## src/rtl/jtb_nway.sv

```systemverilog
// jtb_nway: N-way set-associative jump target buffer with tree-PLRU replacement.
// After reset or flush, a sweep invalidates one set per cycle before the table is usable.
// Ports:
//   clk, resetn                 clock, asynchronous active-low reset
//   flush                       pulse: invalidate every entry (restarts the sweep)
//   lookup_pc                   fetch PC to predict
//   hit, hit_jal, predict_pc    same-cycle lookup result (combinational, 0 on miss)
//   upd_valid, upd_pc,
//   upd_target, upd_is_jal      resolved jump written back from EXE
//   init_done                   1 once the sweep has finished
module jtb_nway #(
  parameter int unsigned ASSOCIATIVITY = 4,
  parameter int unsigned SET_NUM       = 8,
  parameter int unsigned TAG_BITS      = 18,
  parameter int unsigned TAG_LSB       = 2,
  parameter int unsigned INDEX_LSB     = 5
) (
  input  logic        clk,
  input  logic        resetn,
  input  logic        flush,
  input  logic [31:0] lookup_pc,
  output logic        hit,
  output logic        hit_jal,
  output logic [31:0] predict_pc,
  input  logic        upd_valid,
  input  logic [31:0] upd_pc,
  input  logic [31:0] upd_target,
  input  logic        upd_is_jal,
  output logic        init_done
);

  localparam int unsigned WAY_W  = $clog2(ASSOCIATIVITY);
  localparam int unsigned IDX_W  = $clog2(SET_NUM);
  localparam int unsigned PLRU_W = ASSOCIATIVITY - 1;

  typedef enum logic {ST_SWEEP = 1'b0, ST_RUN = 1'b1} state_t;

  state_t             r_state, w_state_nxt;
  logic [IDX_W-1:0]   r_sweep_idx, w_sweep_idx_nxt;
  logic               w_run, w_sweep;

  logic [ASSOCIATIVITY-1:0] r_valid [SET_NUM];
  logic [ASSOCIATIVITY-1:0] r_jal   [SET_NUM];
  logic [TAG_BITS-1:0]      r_tag   [SET_NUM][ASSOCIATIVITY];
  logic [31:0]              r_tgt   [SET_NUM][ASSOCIATIVITY];
  logic [PLRU_W-1:0]        r_plru  [SET_NUM];

  // Tree PLRU helpers. Level l of the path to way w visits node 2^l-1 + (w >> (WAY_W-l))
  // and branches right when bit (WAY_W-1-l) of w is set.
  function automatic logic [WAY_W-1:0] plru_victim(input logic [PLRU_W-1:0] bits);
    int   v, node, dir;
    logic ok;
    v = 0;
    for (int w = 0; w < int'(ASSOCIATIVITY); w++) begin
      ok = 1'b1;
      for (int l = 0; l < int'(WAY_W); l++) begin
        node = (1 << l) - 1 + (w >> (int'(WAY_W) - l));
        dir  = (w >> (int'(WAY_W) - 1 - l)) & 1;
        for (int n = 0; n < int'(PLRU_W); n++)
          if (n == node && bits[n] != dir[0]) ok = 1'b0;
      end
      if (ok) v = w;
    end
    return WAY_W'(v);
  endfunction

  // Point every node on the path away from the touched way.
  function automatic logic [PLRU_W-1:0] plru_touch(input logic [PLRU_W-1:0] bits,
                                                   input logic [WAY_W-1:0]  way);
    logic [PLRU_W-1:0] r;
    int                wy, node, dir;
    r  = bits;
    wy = 32'(way);
    for (int l = 0; l < int'(WAY_W); l++) begin
      node = (1 << l) - 1 + (wy >> (int'(WAY_W) - l));
      dir  = (wy >> (int'(WAY_W) - 1 - l)) & 1;
      for (int n = 0; n < int'(PLRU_W); n++)
        if (n == node) r[n] = (dir == 0);
    end
    return r;
  endfunction

  // FSM state register
  always_ff @(posedge clk or negedge resetn) begin
    if (!resetn) begin
      r_state     <= ST_SWEEP;
      r_sweep_idx <= '0;
    end else begin
      r_state     <= w_state_nxt;
      r_sweep_idx <= w_sweep_idx_nxt;
    end
  end

  // FSM next state; the sweep index wraps to 0 naturally after the last set
  always_comb begin
    w_state_nxt     = r_state;
    w_sweep_idx_nxt = r_sweep_idx;
    case (r_state)
      ST_SWEEP: begin
        if (flush) begin
          w_sweep_idx_nxt = '0;
        end else begin
          w_sweep_idx_nxt = r_sweep_idx + IDX_W'(1);
          if (r_sweep_idx == IDX_W'(SET_NUM - 1)) w_state_nxt = ST_RUN;
        end
      end
      ST_RUN: begin
        if (flush) begin
          w_state_nxt     = ST_SWEEP;
          w_sweep_idx_nxt = '0;
        end
      end
      default: begin
        w_state_nxt     = ST_SWEEP;
        w_sweep_idx_nxt = '0;
      end
    endcase
  end

  // FSM outputs
  always_comb begin
    w_run   = 1'b0;
    w_sweep = 1'b0;
    case (r_state)
      ST_RUN:   w_run   = 1'b1;
      default:  w_sweep = 1'b1;
    endcase
  end

  assign init_done = w_run;

  // Lookup: tags are unique per set, so at most one way matches
  logic [IDX_W-1:0]    w_lk_set;
  logic [TAG_BITS-1:0] w_lk_tag;
  logic                w_lk_match;
  logic [WAY_W-1:0]    w_lk_way;

  assign w_lk_set = lookup_pc[INDEX_LSB +: IDX_W];
  assign w_lk_tag = lookup_pc[TAG_LSB +: TAG_BITS];

  always_comb begin
    w_lk_match = 1'b0;
    w_lk_way   = '0;
    for (int w = 0; w < int'(ASSOCIATIVITY); w++) begin
      if (r_valid[w_lk_set][w] && r_tag[w_lk_set][w] == w_lk_tag) begin
        w_lk_match = 1'b1;
        w_lk_way   = WAY_W'(w);
      end
    end
  end

  assign hit        = w_run & w_lk_match;
  assign hit_jal    = hit & r_jal[w_lk_set][w_lk_way];
  assign predict_pc = hit ? r_tgt[w_lk_set][w_lk_way] : 32'h0;

  // Update way select: tag hit, else lowest invalid way, else PLRU victim
  logic [IDX_W-1:0]    w_up_set;
  logic [TAG_BITS-1:0] w_up_tag;
  logic                w_up_match, w_inv_any, w_up_en, w_lk_touch;
  logic [WAY_W-1:0]    w_up_match_way, w_inv_way, w_up_way;

  assign w_up_set = upd_pc[INDEX_LSB +: IDX_W];
  assign w_up_tag = upd_pc[TAG_LSB +: TAG_BITS];

  always_comb begin
    w_up_match     = 1'b0;
    w_up_match_way = '0;
    w_inv_any      = 1'b0;
    w_inv_way      = '0;
    for (int w = int'(ASSOCIATIVITY) - 1; w >= 0; w--) begin
      if (r_valid[w_up_set][w] && r_tag[w_up_set][w] == w_up_tag) begin
        w_up_match     = 1'b1;
        w_up_match_way = WAY_W'(w);
      end
      if (!r_valid[w_up_set][w]) begin
        w_inv_any = 1'b1;
        w_inv_way = WAY_W'(w);
      end
    end
    if (w_up_match)     w_up_way = w_up_match_way;
    else if (w_inv_any) w_up_way = w_inv_way;
    else                w_up_way = plru_victim(r_plru[w_up_set]);
  end

  // Flush beats update; an update's touch beats a lookup touch in the same set
  assign w_up_en    = w_run & upd_valid & ~flush;
  assign w_lk_touch = hit & ~flush & ~(w_up_en && (w_up_set == w_lk_set));

  // Table storage; the sweep is what invalidates, so no reset is needed here
  always_ff @(posedge clk) begin
    if (w_sweep) begin
      r_valid[r_sweep_idx] <= '0;
      r_plru[r_sweep_idx]  <= '0;
    end else begin
      if (w_lk_touch) r_plru[w_lk_set] <= plru_touch(r_plru[w_lk_set], w_lk_way);
      if (w_up_en) begin
        r_valid[w_up_set][w_up_way] <= 1'b1;
        r_jal[w_up_set][w_up_way]   <= upd_is_jal;
        r_tag[w_up_set][w_up_way]   <= w_up_tag;
        r_tgt[w_up_set][w_up_way]   <= upd_target;
        r_plru[w_up_set]            <= plru_touch(r_plru[w_up_set], w_up_way);
      end
    end
  end

  // PC bits outside tag/index are intentionally ignored
  logic w_unused;
  assign w_unused = ^{lookup_pc, upd_pc};

endmodule

```

## config.mk

```make
export PLATFORM = sky130hd
export DESIGN_NAME = jtb_nway
export DESIGN_NICKNAME = d
export VERILOG_FILES = /design/src/rtl/jtb_nway.sv
export SDC_FILE = /design/constraint.sdc
export NUM_CORES = 2
export LEC_CHECK = 0
export BUFFER_PORTS_ARGS = -buffer_cell sky130_fd_sc_hd__buf_2
export CAP_MARGIN = 15
export CORE_UTILIZATION = 40
export DETAILED_ROUTE_END_ITERATION = 10
export PLACE_DENSITY = 0.53
export SYNTH_ARGS = -nofsm -noshare
export SYNTH_HDL_FRONTEND = slang
export SYNTH_SLANG_ARGS = --single-unit
```

## constraint.sdc

```tcl
create_clock -name clk -period 10 [get_ports clk]
set_input_delay 1.5 -clock clk [delete_from_list [all_inputs] [get_ports clk]]
set_output_delay 1.5 -clock clk [all_outputs]
set_load 0.01 [all_outputs]
```

Word level (Yosys, flattened, before mapping)
Memory sizes are Yosys's and may differ from the RTL's.
Cells that the tools add are included.
{ "totals": {"out_inout_bits": 35, "in_bits": 101, "ff_bits": 4, "memories": 5, "word_cells": 158, "mem_bits_rw": 1688} }
{ "mem_list": {"columns": ["memory", "words", "word_bits", "read_ports", "rd_clocked_by_memory_dff", "write_ports", "line_no", "text"], "rows": [
  ["r_tgt", 8, 128, 1, 0, 1, "45", "logic [31:0] r_tgt [SET_NUM][ASSOCIATIVITY];"],
  ["r_tag", 8, 72, 2, 0, 1, "44", "logic [TAG_BITS-1:0] r_tag [SET_NUM][ASSOCIATIVITY];"],
  ["r_jal", 8, 4, 1, 0, 1, "43", "logic [ASSOCIATIVITY-1:0] r_jal [SET_NUM];"],
  ["r_valid", 8, 4, 2, 0, 1, "42", "logic [ASSOCIATIVITY-1:0] r_valid [SET_NUM];"],
  ["r_plru", 8, 3, 1, 0, 2, "46", "logic [PLRU_W-1:0] r_plru [SET_NUM];"]
]} }
{ "classes": {"bitwise": 11, "n_eq_ne": 17, "magnitude_cmp": 6, "n_addsub": 3, "n_reduce_logical": 21, "muxes": 93} }
{ "op_table": {"columns": ["op", "count"], "rows": [
  ["$logic_not 32->1", 6],
  ["$eq 18x18->1", 8],
  ["$mux 128", 1],
  ["$mux 32", 4],
  ["$mux 72", 1],
  ["$bmux 32 s2", 1],
  ["$demux 32 s2", 1],
  ["$mux 1", 56],
  ["$demux 18 s2", 1],
  ["$mux 2", 14],
  ["$mux 18", 1],
  ["$mux 3", 6],
  ["$mux 4", 3],
  ["$logic_and 1x1->1", 11],
  ["$and 1x1->1", 6],
  ["$ge 3x3->1 const B", 2],
  ["$lt 2x3->1 const B", 2],
  ["$ne 3x3->1 const B", 2],
  ["$not 2->3", 2],
  ["$pmux 3 s2", 1],
  ["$add 1x1->2 const A", 2],
  ["$eq 1x2->1 const A", 2],
  ["$eq 2x2->1 const A", 2],
  ["$reduce_and 2->1", 2],
  ["12 further kinds", 14]
]} }

Longest topological paths before layout
An unclocked memory read counts as a cell.
{ "logic_depth": {"depth_word": 20, "ltp_mapped": 16, "mapped_depth_nobuf": 10} }

Worst setup path after synthesis
OpenSTA, ideal clock, no wires.
{ "synth_path": {"path_type": "input to register", "from": "input port upd_pc[7]", "to": "memory r_jal[2][2] (enable)", "required_ps": 9414, "n_path_buf": 4, "stages": 13, "path_slack_ps": 796, "setup_ps": 586, "t_arrival_ps": 8618, "path_cell_list": "buf_4 -> buf_4 -> buf_2 -> buf_2 -> mux2i_1 -> o22ai_1 -> a211oi_1 -> xnor2_1 -> nor4_1 -> nand4_1 -> o21ai_0 -> nand2_1 -> nor4_1"} }
{ "synth_between": {"elab_chain_len": 15} }
{ "synth_rtl": {"columns": ["element", "line_no", "text"], "rows": [
  ["start, declared", "26", "input logic [31:0] upd_pc,"],
  ["$mem_v2 8x3", null, null],
  ["$mux 1 (2 in series)", "60", "if (n == node && bits[n] != dir[0]) ok = 1'b0;"],
  ["$mux 1", "181", "else if (w_inv_any) w_up_way = w_inv_way;"],
  ["$mux 1", "180", "if (w_up_match) w_up_way = w_up_match_way;"],
  ["$mux 1", "62", "if (ok) v = w;"],
  ["$mux 2 (2 in series)", "62", null],
  ["$mux 2", "181", null],
  ["$mux 2", "180", null],
  ["$lt 2x3->1 (not written as such) / $ge 2x1->1 (equally long branches)", "198", "r_jal[w_up_set][w_up_way] <= upd_is_jal;"],
  ["$logic_and 1x1->1 (not written as such)", "198", null],
  ["$mux 1 (not written as such)", "198", null],
  ["$demux 1 s2", "198", null],
  ["$mux 4 (not written as such)", "198", null],
  ["end, declared", "43", null]
]} }
Parallel ways exist; a longest one is shown, timed or not. The select of a mux whose other input is x is not followed.

Worst setup path in the final report
{ "layout_path": {"from": "input port lookup_pc[5]", "to": "output port hit_jal"} }
{ "layout_between": {"elab_chain_len": 9} }
{ "layout_rtl": {"columns": ["element", "line_no", "text"], "rows": [
  ["start, declared", "21", "input logic [31:0] lookup_pc,"],
  ["$mem_v2 8x72", null, null],
  ["$eq 18x18->1", "145", "if (r_valid[w_lk_set][w] && r_tag[w_lk_set][w] == w_lk_tag) begin"],
  ["$logic_and 1x1->1", "145", null],
  ["$mux 1", "145", null],
  ["$mux 2 / $mux 1 (equally long branches) (2 in series)", "145", null],
  ["$bmux 1 s2 / $mux 1 (equally long branches)", "153, 145", null],
  ["$mux 1 (not written as such) / $and 1x1->1 (equally long branches)", "153, 152", null],
  ["$and 1x1->1 *", "153", "assign hit_jal = hit & r_jal[w_lk_set][w_lk_way];"],
  ["end, declared", "23", "output logic hit_jal,"]
]} }
Every way passes the cells marked *; elsewhere a longest branch is shown, timed or not. The select of a mux whose other input is x is not followed.

==> impl_metrics.csv <==
group,metric,value,unit
timing,tightest_slew,1.235,ns
layout,mostFrequentLayoutCells,"edfxtp_1 (1688), mux4_2 (401), clkbuf_16 (180)",
die,core,0.1786,mm2
layout,insertedDiodeCount,0,
power,total_leakage_power,25.48,nW
die,start_util,0.4028,
cts,insertion_delay,0.83,ns
synth,ys_warn_count,0,
critical_path,cp_max_fo,70,
timing,rsz0062_at_grt,"no",
cts,holdBufCountCts,0,
synth,seq_area_frac_synth,0.7060,
cts,cts_setup_buffers,0,
synth,yosys.cell_types.count,86,
synth,synthesis.area,0.07194,mm2
place,port_buffers,107,
route,dr.pass1.iters,6,
min_path,hold_class,"input port to asynchronous set/reset pin",
die,die_y,426.1,um
synth,syn_avg_cell_area,19.18,um2
grt,grt_pass1_vias,39370,
cts,cts_tree,"built",
grt,grt_pass1_wl,305.7,mm
critical_path,r2r_end,"r_tgt[5][64]",
grt,grt-ovfl-total,0,
route,via_count,39310,
grt,grt_max_degree,114,
route,drt-initial-drc-count,4799,
timing,setup_viol,0,
cts,cts_buffers,178,
critical_path,r2r_cells,10,
die,fp-row-count,155,
critical_path,path_class,"input port to output port",
route,routedWlPerCell,34.15,um
cts,h-tree-depth,4,
timing,fmax,120.5,MHz
layout,fin_nets,4014,
critical_path,cp.required,8.50,ns
timing,min_period,8.302,ns
timing,finalClockSkew,0.06039,ns
synth,synth-async-reset-ratio,0.002364,
timing,fin_setup_tns,0,ns
run,drv_cap,0,
place,dp.cells,6085,
critical_path,r2r_slack,4.55,ns
cts,clock_sinks,1692,
cts,clockRootBuffer,"clkbuf_16",
timing,slew_violations,0,
layout,final_common_cell,"edfxtp_1",
die,die_area,0.1816,mm2
timing,fin_crit_sh,0.8302,
synth,synthCells,3750,
power,peakVddDrop,0.1644,mV
route,via_per_inst,6.144,
route,ant_nets,0,
cts,clockBufferDepth,3,
critical_path,cp.arrival,6.80,ns
layout,final_cells,6398,
power,powerDensity,185.4,mW/mm2
layout,area_delta_synth_final,12.79,%
place,dp_slack,1.704,ns
critical_path,start_kind,"input port",
route,drc,0,
route,postRouteWirelength,218.5,mm
synth,synth_nets,3853,
status,status,"finished clean",
synth,ys.flop_type,"edfxtp_1",
place,gp_congestion,0.9267,
die,ios,136,
synth,ys_ff_latch,1692,
die,die_w,426.1,um
grt,antenna_found_initial,9,
timing,relSlewSlack,0.1690,
cts,clkTransAtPathRegs,0.06,ns
critical_path,endpoint_kind,"output port",
synth,synth_edf_count,1688,
timing,hold_viol_final,0,
timing,fin_ws,1.698,ns
cts,post_cts_resized,0,
layout,drive_gt1_frac,0.2708,
critical_path,rr_startpoint,"r_tag[1][29]",
place,dpl.hpwl,119.6,mm
grt,grt_usage,0.2404,
## synth_stat cells (all sizes together), types with 6 or more instances
| cell | number | share of area |
|---|---|---|
| edfxtp | 1688 | 0.70 |
| mux4 | 401 | 0.13 |
| mux2 | 175 | 0.027 |
| mux2i | 171 | 0.024 |
| buf | 155 | 0.013 |
| clkbuf | 87 | 0.0046 |
| nor2 | 82 | 0.0043 |
| a22oi | 80 | 0.0083 |
| nand2 | 76 | 0.0040 |
| o21ai | 74 | 0.0052 |
| xnor2 | 71 | 0.0086 |
| a211oi | 70 | 0.0073 |
| a21oi | 62 | 0.0043 |
| a221oi | 61 | 0.0075 |
| nor2b | 60 | 0.0052 |
| o22ai | 41 | 0.0036 |
| nand3 | 40 | 0.0028 |
| xor2 | 36 | 0.0044 |
| a221o | 21 | 0.0029 |
| nor3 | 21 | 0.0015 |
| nor4 | 21 | 0.0022 |
| a31oi | 17 | 0.0016 |
| nand4 | 17 | 0.0016 |
| nand2b | 16 | 0.0014 |
| inv | 15 | 0.00078 |
| a22o | 13 | 0.0016 |
| nand3b | 13 | 0.0014 |
| and3 | 11 | 0.0010 |
| o31ai | 10 | 0.0016 |
| or2 | 10 | 0.00087 |
| and2 | 9 | 0.00078 |
| and4 | 9 | 0.0011 |
| or3 | 9 | 0.00078 |
| and4b | 8 | 0.0011 |
| o22a | 8 | 0.00097 |
| o221ai | 7 | 0.00085 |
| a311oi | 6 | 0.00073 |
| nor4b | 6 | 0.00073 |
| o211ai | 6 | 0.00070 |
| o31a | 6 | 0.00073 |
## logic make-up after synthesis
logic type | after synthesis | share of synthesized area
flip-flops | 1692 | 0.7060
multiplexers | 747 | 0.1767
AO/OA/AOI/OAI | 524 | 0.05374
AND/OR/NAND/NOR | 421 | 0.03219
buffers and inverters | 257 | 0.01800
XOR/XNOR | 107 | 0.01303
adder cells (fa/ha/maj) | 2 | 0.0003478
## worst max-delay path by stage
stage	from	endpoint	slack (ns)	cells past startpoint
floorplan	upd_pc[7]	r_jal[2][2]	0.80	13
global placement	lookup_pc[5]	hit_jal	1.64	11
detailed placement	lookup_pc[5]	hit_jal	1.70	11
CTS	lookup_pc[5]	hit_jal	1.70	11
global route	lookup_pc[5]	predict_pc[18]	1.49	10
finish	lookup_pc[5]	hit_jal	1.70	11
## critical path, stage by stage
cell	delay (ns)
buf_8	0.59
buf_4	0.47
mux4_2	0.56
mux2i_1	0.36
xnor2_1	0.16
nor4_1	0.45
and4_4	0.94
o41ai_4	0.16
buf_4	0.43
a211oi_1	0.81
buf_2	0.27
## layer usage
layer,track usage,share of wire
met2,0.3815,0.47
met1,0.3413,0.42
met4,0.07814,0.032
met5,0,0.00016
met3,0.03533,0.070
## area by class of cell
class | count | area (um2)
Multi-Input combinational cell | 1801 | 20150
Inverter | 15 | 56.30
Tap cell | 2355 | 2947
Clock inverter | 82 | 794.5
Clock buffer | 230 | 4692
Timing Repair Buffer | 223 | 1710
Sequential cell | 1692 | 50790
Fill cell | 15150 | 97470
## registers in the layout, indices dropped and copies added, names as in the netlist
| register | flops |
|---|---|
| r_state | 1 |
| r_tgt | 1024 |
| r_jal | 32 |
| r_sweep_idx | 3 |
| r_valid | 32 |
| r_tag | 576 |
| r_plru | 24 |
## power breakdown
part           internal, mW  switching, mW
logic                 0.333          0.597
registers              7.81        0.00739
clock network          3.51           2.79
total                  11.6           3.40
## through the flow
stage / hold WS, ns / instance area, um2 / power [mW] / utilization
2_1_floorplan: 0.6063 / 71940 / 8.515 / -
3_3_place_gp: 0.6858 / 75640 / 8.886 / 0.4235
3_5_place_dp: 0.6993 / 75640 / 8.890 / 0.4235
4_1_cts: 0.4399 / 81120 / 15.16 / 0.4542
5_1_grt: 0.4575 / 81140 / 15.49 / 0.4543
6_report: 0.5053 / 81140 / 15.05 / 0.4543
(Power assumes the default switching activity.)
